<file path="src/rtl/uart_tx.sv">
// UART transmitter (8N1, or 8E1/8O1 when UART_TX_PARITY_EN is defined) with a valid/ready TX FIFO.
// The FIFO head is read through a register, so a byte starts on the second edge after acceptance.
module uart_tx #(
    parameter int unsigned CLK_FREQ   = 51000000,
    parameter int unsigned BAUD       = 115200,
    parameter int unsigned FIFO_DEPTH = 16,
    parameter int unsigned PARITY_ODD = 0
) (
    input  logic                          i_clk,
    input  logic                          i_rst_n,
    input  logic [7:0]                    i_data,
    input  logic                          i_valid,
    output logic                          o_ready,
    output logic                          o_tx,
    output logic                          o_busy,
    output logic [$clog2(FIFO_DEPTH):0]   o_fifo_cnt
);

    localparam int unsigned CLKS_PER_BIT = CLK_FREQ / BAUD;
    localparam int unsigned PTR_W        = $clog2(FIFO_DEPTH);
    localparam int unsigned CNT_W        = PTR_W + 1;
    localparam logic [CNT_W-1:0] FULL_CNT = CNT_W'(FIFO_DEPTH);
    localparam logic [15:0]      BIT_LAST = 16'(CLKS_PER_BIT - 1);

    localparam logic [2:0] StIdle   = 3'd0;
    localparam logic [2:0] StStart  = 3'd1;
    localparam logic [2:0] StData   = 3'd2;
`ifdef UART_TX_PARITY_EN
    localparam logic [2:0] StParity = 3'd3;
`endif
    localparam logic [2:0] StStop   = 3'd4;

    // Elaboration-time sanity checks on the configuration.
    if (CLKS_PER_BIT < 2 || FIFO_DEPTH < 2 || (FIFO_DEPTH & (FIFO_DEPTH - 1)) != 0 ||
        PARITY_ODD > 1) begin : gen_param_err
        $error("uart_tx: illegal parameter combination");
    end

    // ------------------------------------------------------------------------
    // TX FIFO
    // ------------------------------------------------------------------------
    logic [7:0]       mem_q [FIFO_DEPTH];
    logic [PTR_W-1:0] wr_ptr_q;
    logic [PTR_W-1:0] rd_ptr_q;
    logic [CNT_W-1:0] cnt_q;
    logic [7:0]       head_q;
    logic             head_vld_q;
    logic             push;
    logic             pop;

    assign o_ready    = (cnt_q != FULL_CNT);
    assign push       = i_valid && o_ready;
    assign o_fifo_cnt = cnt_q;

    always_ff @(posedge i_clk) begin
        if (push) begin
            mem_q[wr_ptr_q] <= i_data;
        end
    end

    always_ff @(posedge i_clk) begin
        if (!i_rst_n) begin
            wr_ptr_q   <= '0;
            rd_ptr_q   <= '0;
            cnt_q      <= '0;
            head_q     <= '0;
            head_vld_q <= 1'b0;
        end else begin
            if (push) begin
                wr_ptr_q <= wr_ptr_q + 1'b1;
            end
            if (pop) begin
                rd_ptr_q <= rd_ptr_q + 1'b1;
            end
            case ({push, pop})
                2'b10:   cnt_q <= cnt_q + 1'b1;
                2'b01:   cnt_q <= cnt_q - 1'b1;
                default: cnt_q <= cnt_q;
            endcase
            // Head view is invalidated on a pop and refreshed from the new read pointer next cycle.
            head_q     <= mem_q[rd_ptr_q];
            head_vld_q <= (cnt_q != '0) && !pop;
        end
    end

    // ------------------------------------------------------------------------
    // Serialiser FSM
    // ------------------------------------------------------------------------
    logic [2:0]  state_q, state_d;
    logic [15:0] baud_cnt_q, baud_cnt_d;
    logic [2:0]  bit_idx_q, bit_idx_d;
    logic [7:0]  shift_q, shift_d;
    logic        tx_q, tx_d;
    logic        bit_done;

`ifdef UART_TX_PARITY_EN
    logic par_q, par_d;
`endif

    assign bit_done = (baud_cnt_q == BIT_LAST);

    always_comb begin
        state_d    = state_q;
        baud_cnt_d = baud_cnt_q;
        bit_idx_d  = bit_idx_q;
        shift_d    = shift_q;
        tx_d       = tx_q;
        pop        = 1'b0;
`ifdef UART_TX_PARITY_EN
        par_d      = par_q;
`endif
        case (state_q)
            StIdle: begin
                tx_d = 1'b1;
                if (head_vld_q) begin
                    pop        = 1'b1;
                    shift_d    = head_q;
                    bit_idx_d  = '0;
                    baud_cnt_d = '0;
                    state_d    = StStart;
                    tx_d       = 1'b0;
`ifdef UART_TX_PARITY_EN
                    par_d      = (^head_q) ^ 1'(PARITY_ODD);
`endif
                end
            end
            StStart: begin
                if (bit_done) begin
                    baud_cnt_d = '0;
                    state_d    = StData;
                    tx_d       = shift_q[0];
                end else begin
                    baud_cnt_d = baud_cnt_q + 16'd1;
                end
            end
            StData: begin
                if (bit_done) begin
                    baud_cnt_d = '0;
                    shift_d    = shift_q >> 1;
                    bit_idx_d  = bit_idx_q + 3'd1;
                    if (bit_idx_q == 3'd7) begin
`ifdef UART_TX_PARITY_EN
                        state_d = StParity;
                        tx_d    = par_q;
`else
                        state_d = StStop;
                        tx_d    = 1'b1;
`endif
                    end else begin
                        tx_d = shift_q[1];
                    end
                end else begin
                    baud_cnt_d = baud_cnt_q + 16'd1;
                end
            end
`ifdef UART_TX_PARITY_EN
            StParity: begin
                if (bit_done) begin
                    baud_cnt_d = '0;
                    state_d    = StStop;
                    tx_d       = 1'b1;
                end else begin
                    baud_cnt_d = baud_cnt_q + 16'd1;
                end
            end
`endif
            StStop: begin
                if (bit_done) begin
                    baud_cnt_d = '0;
                    // Chain straight into the next frame when a byte is waiting.
                    if (head_vld_q) begin
                        pop       = 1'b1;
                        shift_d   = head_q;
                        bit_idx_d = '0;
                        state_d   = StStart;
                        tx_d      = 1'b0;
`ifdef UART_TX_PARITY_EN
                        par_d     = (^head_q) ^ 1'(PARITY_ODD);
`endif
                    end else begin
                        state_d = StIdle;
                        tx_d    = 1'b1;
                    end
                end else begin
                    baud_cnt_d = baud_cnt_q + 16'd1;
                end
            end
            default: begin
                state_d    = StIdle;
                baud_cnt_d = '0;
                tx_d       = 1'b1;
            end
        endcase
    end

    always_ff @(posedge i_clk) begin
        if (!i_rst_n) begin
            state_q    <= StIdle;
            baud_cnt_q <= '0;
            bit_idx_q  <= '0;
            shift_q    <= '0;
            tx_q       <= 1'b1;
`ifdef UART_TX_PARITY_EN
            par_q      <= 1'b0;
`endif
        end else begin
            state_q    <= state_d;
            baud_cnt_q <= baud_cnt_d;
            bit_idx_q  <= bit_idx_d;
            shift_q    <= shift_d;
            tx_q       <= tx_d;
`ifdef UART_TX_PARITY_EN
            par_q      <= par_d;
`endif
        end
    end

    assign o_tx   = tx_q;
    assign o_busy = (cnt_q != '0) || (state_q != StIdle);

endmodule

</file>
<file path="config.mk">
export PLATFORM = sky130hd
export DESIGN_NAME = uart_tx
export DESIGN_NICKNAME = d
export VERILOG_FILES = /design/src/rtl/uart_tx.sv
export SDC_FILE = /design/constraint.sdc
export NUM_CORES = 1
export LEC_CHECK = 0
export ABC_CLOCK_PERIOD_IN_PS = 4600
export BUFFER_PORTS_ARGS = -buffer_cell sky130_fd_sc_hd__buf_2
export CELL_PAD_IN_SITES_DETAIL_PLACEMENT = 1
export CELL_PAD_IN_SITES_GLOBAL_PLACEMENT = 1
export CORE_UTILIZATION = 50
export DETAILED_ROUTE_END_ITERATION = 7
export HOLD_SLACK_MARGIN = 0.12
export PLACE_DENSITY = 0.77
export SLEW_MARGIN = 10
export SYNTH_ARGS = -nofsm -noshare
export SYNTH_HDL_FRONTEND = slang
export SYNTH_SLANG_ARGS = --single-unit
</file>
<file path="constraint.sdc">
create_clock -name i_clk -period 4.6 [get_ports i_clk]
set_clock_uncertainty 0.15 [all_clocks]
set_input_delay 0.46 -clock i_clk [delete_from_list [all_inputs] [get_ports i_clk]]
set_output_delay 0.46 -clock i_clk [all_outputs]
set_load 0.03 [all_outputs]
</file>
==> metrics.yaml, run 1 <==
timing:
  final_critical_path_setup_slack_ps: 990
  slew_violations: 0
  tightest_slew_ps: 1080
  relSlewSlack_pct: 28.0
  setup_violations: 0
  setup_tns_ps: 0
  fin_crit_sh_pct: 78.5
  fmaxAchievable_mhz: 277
  fin_crit_ps: 3610
  finalHoldViolations: 0
  rsz0062_at_grt: "false"
route:
  drt-initial-drc-count: 258
  drt-total-wl_um: 15400
  drc: 0
  firstDrtPassIters: 7
  viasPerCell: 5.88
  vias: 4196
  routedWlPerCell_um: 21.6
  route.antenna.remaining_nets: 0
synthesis:
  synth_edf_count: 128
  synth_xor_area_share_pct: 1.96
  synth_top_family_by_area: "multiplexers"
  synthFlopType: "edfxtp_1"
  muxShareOfSynthArea_pct: 13.3
  synth_cell_types: 57
  yosysTopAreaCell: "edfxtp_1"
  synth_warnings: 0
  synth_most_common_cell: "edfxtp_1"
  synth_common_cells: "128 x edfxtp_1, 53 x dfxtp_1, 40 x mux4_2"
  postSynthAreaPerCell_um2: 15.0
  async_flop_share_pct: 0
  synthAdderAreaFrac_pct: 2.14
  synth_top_area_share_pct: 50.6
  synthesis.area_um2: 7590
  yosys.area_share.simple_pct: 9.58
  synth_area_leaders: "edfxtp_1 51%, dfxtp_1 14%, mux4_2 12%"
  ys_seq_area_share_pct: 64.6
  synth_compound_area_share_pct: 5.92
  syn-instance-count: 505
  syn_nets: 529
  synth.ff_latch_count: 181
critical_path:
  path_class: "reg -> reg"
  max_stage_delay_ps: 440
  cpMostUsedCell: "ha_1"
  cp-start-kind: "flip-flop"
  end_kind: "flip-flop"
  cp.arrival_ps: 3820
  critical_path.slowest_cell: "ha_1"
  required_ps: 4810
  crit_path_cell_trace: "ha_1 -> nor3b_1 -> nand4_4 -> a21oi_2 -> ha_1 -> xor2_1 -> ha_1 -> o21a_1 -> o21ai_0 -> nand2b_1 -> a211oi_1 -> mux2i_1"
  worstPathMaxFanout: 9
global_routing:
  antenna_found_initial: 0
  overflow: 0
  track_usage_pct: 21.4
  grt_pass1_wl_um: 24800
  grt_max_degree: 35
  grt_pass1_vias: 4509
die:
  die_x_um: 125
  dieHeight_um: 125
  core-area_um2: 14700
  rows: 44
  io_pins: 19
  fp.dieArea_um2: 15700
  start_util_pct: 51.6
power_and_ir_drop:
  p_total_mw: 4.00
  powerDensity_nw_per_um2: 477
  p_leak_nw: 2.78
  ir_worst_vdd_v: 0.000280
cts:
  clk_transition_reported_paths_ps: 70
  cts_num_sinks: 181
  htree_num_levels: 4
  root_buffer: "clkbuf_16"
  cts_max_path_buffers: 2
  cts_tree: "built"
  post-cts-setup-buffers: 0
  ctsResizeCount: 0
  postCtsHoldBufs: 0
  clock_latency_ps: 430
  cts_made_buffers: 17
layout:
  drive_above_1_share_pct: 19.1
  antenna_cells: 0
  final_nets: 541
  area_growth_pct: 10.4
place:
  gp_congestion: 0.832
  dp_slack_ps: 1070
  port_buffers: 18
  hpwlAfterDp_um: 10200
run_status:
  status: "finished clean"
run:
  max_cap_viol_count: 0
worst_hold_path:
  hold_class: "in -> reg"
layer usage:
layer  up-vias  track usage (%)  share of wire [%]
li1       1969                -                  -
met1      2153             26.6                 44
met2        51             37.7                 53
met3        23             3.47                1.9
met4         0             8.32                1.8
met5         -                0                  0
area by class of cell:
type	instances	area (um2)
clock inverters	14	151
inverters	10	37.5
well taps	184	230
flip-flops and latches	181	4910
clock buffers	18	429
fillers	1363	6320
multi-input cells	284	2500
repair buffers	23	128
worst max-delay path: cells and delay by family, from the launching register on:
| family | cells | cell delay [ps] |
|---|---|---|
| fa+ha+maj | 3 | 870 |
| simple gates | 3 | 720 |
| compound gates | 4 | 1080 |
| xor+xnor | 1 | 140 |
| flops | 1 | 410 |
| mux | 1 | 210 |
per-stage QoR:
stage / cells / util (%) / hold WS [ps] / instance area, um2
after global placement: 682 / 53.1 / 286 / 7800
after detailed placement: 682 / 53.1 / 307 / 7800
after global routing: 714 / 57.0 / 260 / 8380
final: 714 / 57.0 / 257 / 8380
after CTS: 714 / 57.0 / 241 / 8380
after floorplan: 505 / - / 275 / 7590
cells in the final DEF (no fill, tap or decap), types with 10 or more instances in the layout:
cell type,instances
a211oi_1,10
a21oi_1,15
and2_1,11
buf_2,18
clkbuf_16,17
dfxtp_1,51
edfxtp_1,128
ha_1,13
inv_1,10
mux2i_1,11
mux4_2,40
nand2_1,32
nand3_1,11
nor2_1,38
xor2_1,13
sequential cells by signal, indices dropped and copies added (netlist names):
name	cells
baud_cnt_q	16
head_vld_q	1
bit_idx_q	3
rd_ptr_q	4
mem_q	128
state_q	3
head_q	8
o_fifo_cnt	5
shift_q	8
o_tx	1
wr_ptr_q	4
cell families (layout without fill, tap and decap cells):
family / count (synthesis) / after routing
flip-flops: 181 / 181
AND/OR/NAND/NOR: 138 / 138
AO/OA/AOI/OAI: 65 / 65
multiplexers: 51 / 51
buffers and inverters: 40 / 65
XOR/XNOR: 17 / 17
adder cells (fa/ha/maj): 13 / 13
worst paths after layout:
check	start	end	slack, ps	depth (start not counted)
max	baud_cnt_q[0]	o_fifo_cnt[4]	990	12
min	i_data[7]	mem_q[10][7]	260	1
max reg2reg	baud_cnt_q[0]	o_fifo_cnt[4]	990	12
min reg2reg	o_tx	o_tx	320	2
report_power, final:
group          total (mW)  internal, mW  switching, mW  leakage (nW)
logic               0.636         0.284          0.352         0.914
registers            1.93          1.83          0.106          1.59
clock network        1.43         0.805          0.627         0.273
total                4.00          2.92           1.08          2.78
(Power assumes the default switching activity.)
==> run 2: changes to the inputs <==
--- a/config.mk
+++ b/config.mk
@@ -5,7 +5,7 @@
 export SDC_FILE = /design/constraint.sdc
 export NUM_CORES = 1
 export LEC_CHECK = 0
-export ABC_CLOCK_PERIOD_IN_PS = 4600
+export ABC_CLOCK_PERIOD_IN_PS = 3710
 export BUFFER_PORTS_ARGS = -buffer_cell sky130_fd_sc_hd__buf_2
 export CELL_PAD_IN_SITES_DETAIL_PLACEMENT = 1
 export CELL_PAD_IN_SITES_GLOBAL_PLACEMENT = 1
==> constraint.sdc (replaced) <==
create_clock -name i_clk -period 3.71 [get_ports i_clk]
set_clock_uncertainty 0.15 [all_clocks]
set_input_delay 0.371 -clock i_clk [delete_from_list [all_inputs] [get_ports i_clk]]
set_output_delay 0.371 -clock i_clk [all_outputs]
set_load 0.03 [all_outputs]
==> metrics.yaml, run 2 (synthesis results as in run 1) <==
run:
  max_cap_viol_count: 0  # unchanged
die:
  io_pins: 19  # unchanged
  start_util_pct: 51.6  # unchanged
  fp.dieArea_um2: 15700  # unchanged
  core-area_um2: 14700  # unchanged
  dieHeight_um: 125  # unchanged
  rows: 44  # unchanged
  die_x_um: 125  # unchanged
critical_path:
  rrSetupSlack_ps: 310  # -680 ps
  rr_startpoint: "o_fifo_cnt[1]"
  cp-start-kind: "flip-flop"
  worstPathMaxFanout: 9  # unchanged
  reg2reg_to: "o_fifo_cnt[4]"
  cp.arrival_ps: 3610  # -210 ps
  path_class: "reg -> reg"
  r2r_cells: 11  # -1
  end_kind: "flip-flop"
  required_ps: 3920  # -890 ps
cts:
  cts_max_path_buffers: 2  # unchanged
  clock_latency_ps: 440  # about the same
  clk_transition_reported_paths_ps: 80  # about the same
  cts_num_sinks: 181  # unchanged
  root_buffer: "clkbuf_16"
  cts_tree: "built"
  cts_made_buffers: 17  # unchanged
  htree_num_levels: 4  # unchanged
place:
  dp_cells: 686  # +0.59%
  hpwlAfterDp_um: 10400  # +2.4%
  gp_congestion: 0.816  # -1.9%
  port_buffers: 18  # unchanged
layout:
  finalNonFillerCells: 718  # +0.56%
  fillers: 1356  # -0.51%
  drive_above_1_share_pct: 20.2  # +1.2 points
  antenna_cells: 0  # unchanged
  area_growth_pct: 10.9
  final_nets: 545  # +0.74%
  largest_register_ffs: 128  # unchanged
  layout_common_cells: "128 x edfxtp_1, 52 x dfxtp_1, 40 x mux4_2"
  postLayoutCoreUtil_pct: 57.2  # +0.22 points
  layout_commonest_cell: "edfxtp_1"
  top_register: "mem_q"
  reg_top3: "mem_q: 128 flops, baud_cnt_q: 16 flops"
power_and_ir_drop:
  p_leak_nw: 2.81  # +1.3%
  powerDensity_nw_per_um2: 586  # +23%
  ir_worst_vdd_v: 0.000433  # +54%
route:
  firstDrtPassIters: 6  # -1
  vias: 4260  # +1.5%
  viasPerCell: 5.93  # +0.96%
  drt-initial-drc-count: 289  # +12%
  drc: 0  # unchanged
  drt-total-wl_um: 15200  # -1.6%
  route.antenna.remaining_nets: 0  # unchanged
  routedWlPerCell_um: 21.1  # -2.1%
global_routing:
  grt_max_degree: 35  # unchanged
  overflow: 0  # unchanged
  track_usage_pct: 21.5  # +0.067 points
  antenna_found_initial: 0  # unchanged
  grt_pass1_vias: 4547  # +0.84%
  grt_pass1_wl_um: 25200  # +1.4%
worst_hold_path:
  holdPathStages: 1  # unchanged
  hold_class: "in -> reg"
  holdPathEnd: "mem_q[8][1]"
  hp-start: "i_data[1]"
timing:
  relSlewSlack_pct: 28.4  # +0.36 points
  fin_crit_ps: 3400  # -214 ps
  fin_crit_sh_pct: 91.5  # +13 points
  rsz0062_at_grt: "false"
  fmaxAchievable_mhz: 294  # +6.3%
  tightest_slew_ps: 1070  # -5.34 ps
  finalHoldViolations: 0  # unchanged
  setup_violations: 0  # unchanged
  slew_violations: 0  # unchanged
  setup_tns_ps: 0  # unchanged
run_status:
  status: "finished clean"
==> run 2: changes by cell type in the layout (fill, tap and decap cells not counted), sizes merged <==
cell / previous run / this run
clkbuf: 18 / 17
buf: 23 / 27
bufinv: 2 / 0
inv: 14 / 19
clkinvlp: 3 / 1
==> run 2: stage by stage <==
stage               cell area (um2)  power [mW]  hold WS, ps  worst slack [ps]
finish                         8410        4.93          167               314
global route                   8410        5.13          163              17.7
CTS                            8410        4.98          151               326
detailed placement             7830        3.24          296               385
global placement               7830        3.20          286               539
floorplan                      7590        3.03          275               475
==> run 2: worst max-delay path by stage <==
stage,start,to,slack (ps),cells past startpoint
final,o_fifo_cnt[1],o_fifo_cnt[4],310,11
after global routing,o_fifo_cnt[1],o_fifo_cnt[4],20,11
after CTS,o_fifo_cnt[1],o_fifo_cnt[4],330,11
after detailed placement,o_fifo_cnt[1],o_fifo_cnt[4],380,11
after global placement,baud_cnt_q[0],o_fifo_cnt[4],540,12
after floorplan,o_fifo_cnt[1],o_fifo_cnt[4],480,13
==> run 2: final cells by class <==
type                    count  area (um2)  area share [%]
clock buffers              17         425            5.06
clock inverters            15         154            1.83
inverters                  10        37.5           0.446
multi-input cells         284        2500            29.8
flip-flops and latches    181        4910            58.3
well taps                 184         230            2.74
repair buffers             27         158            1.87
==> run 2: power by group <==
part,internal [mW],switching [mW]
sequential,2.27,0.108
clock,0.900,0.844
combinational,0.362,0.452
==> run 2: routing by layer <==
metal  track usage [%]  routed length, um  share of wire (%)  vias to the layer above
met5                 0                  0                  0                        -
li1                  -                  -                  -                     1983
met1              27.2               6550                 43                     2187
met2              36.7               7910                 52                       67
met3              5.01                431                2.8                       23
met4              6.81                257                1.7                        0
==> run 2: repair_timing <==
item                       CTS  global route
resized for setup            0             1
setup buffers                0             0
setup endpoints to repair    0             1
hold buffers                 0             0
==> run 2: critical path, cell delays in order (launching register included) <==
cell and delay (ps):
dfxtp_1 520, nor4_1 140, a21boi_1 640, inv_1 160, ha_1 360, xor2_1 190
ha_1 230, o21a_1 170, o21ai_0 170, nand2b_1 80, a211oi_1 300, mux2i_1 210
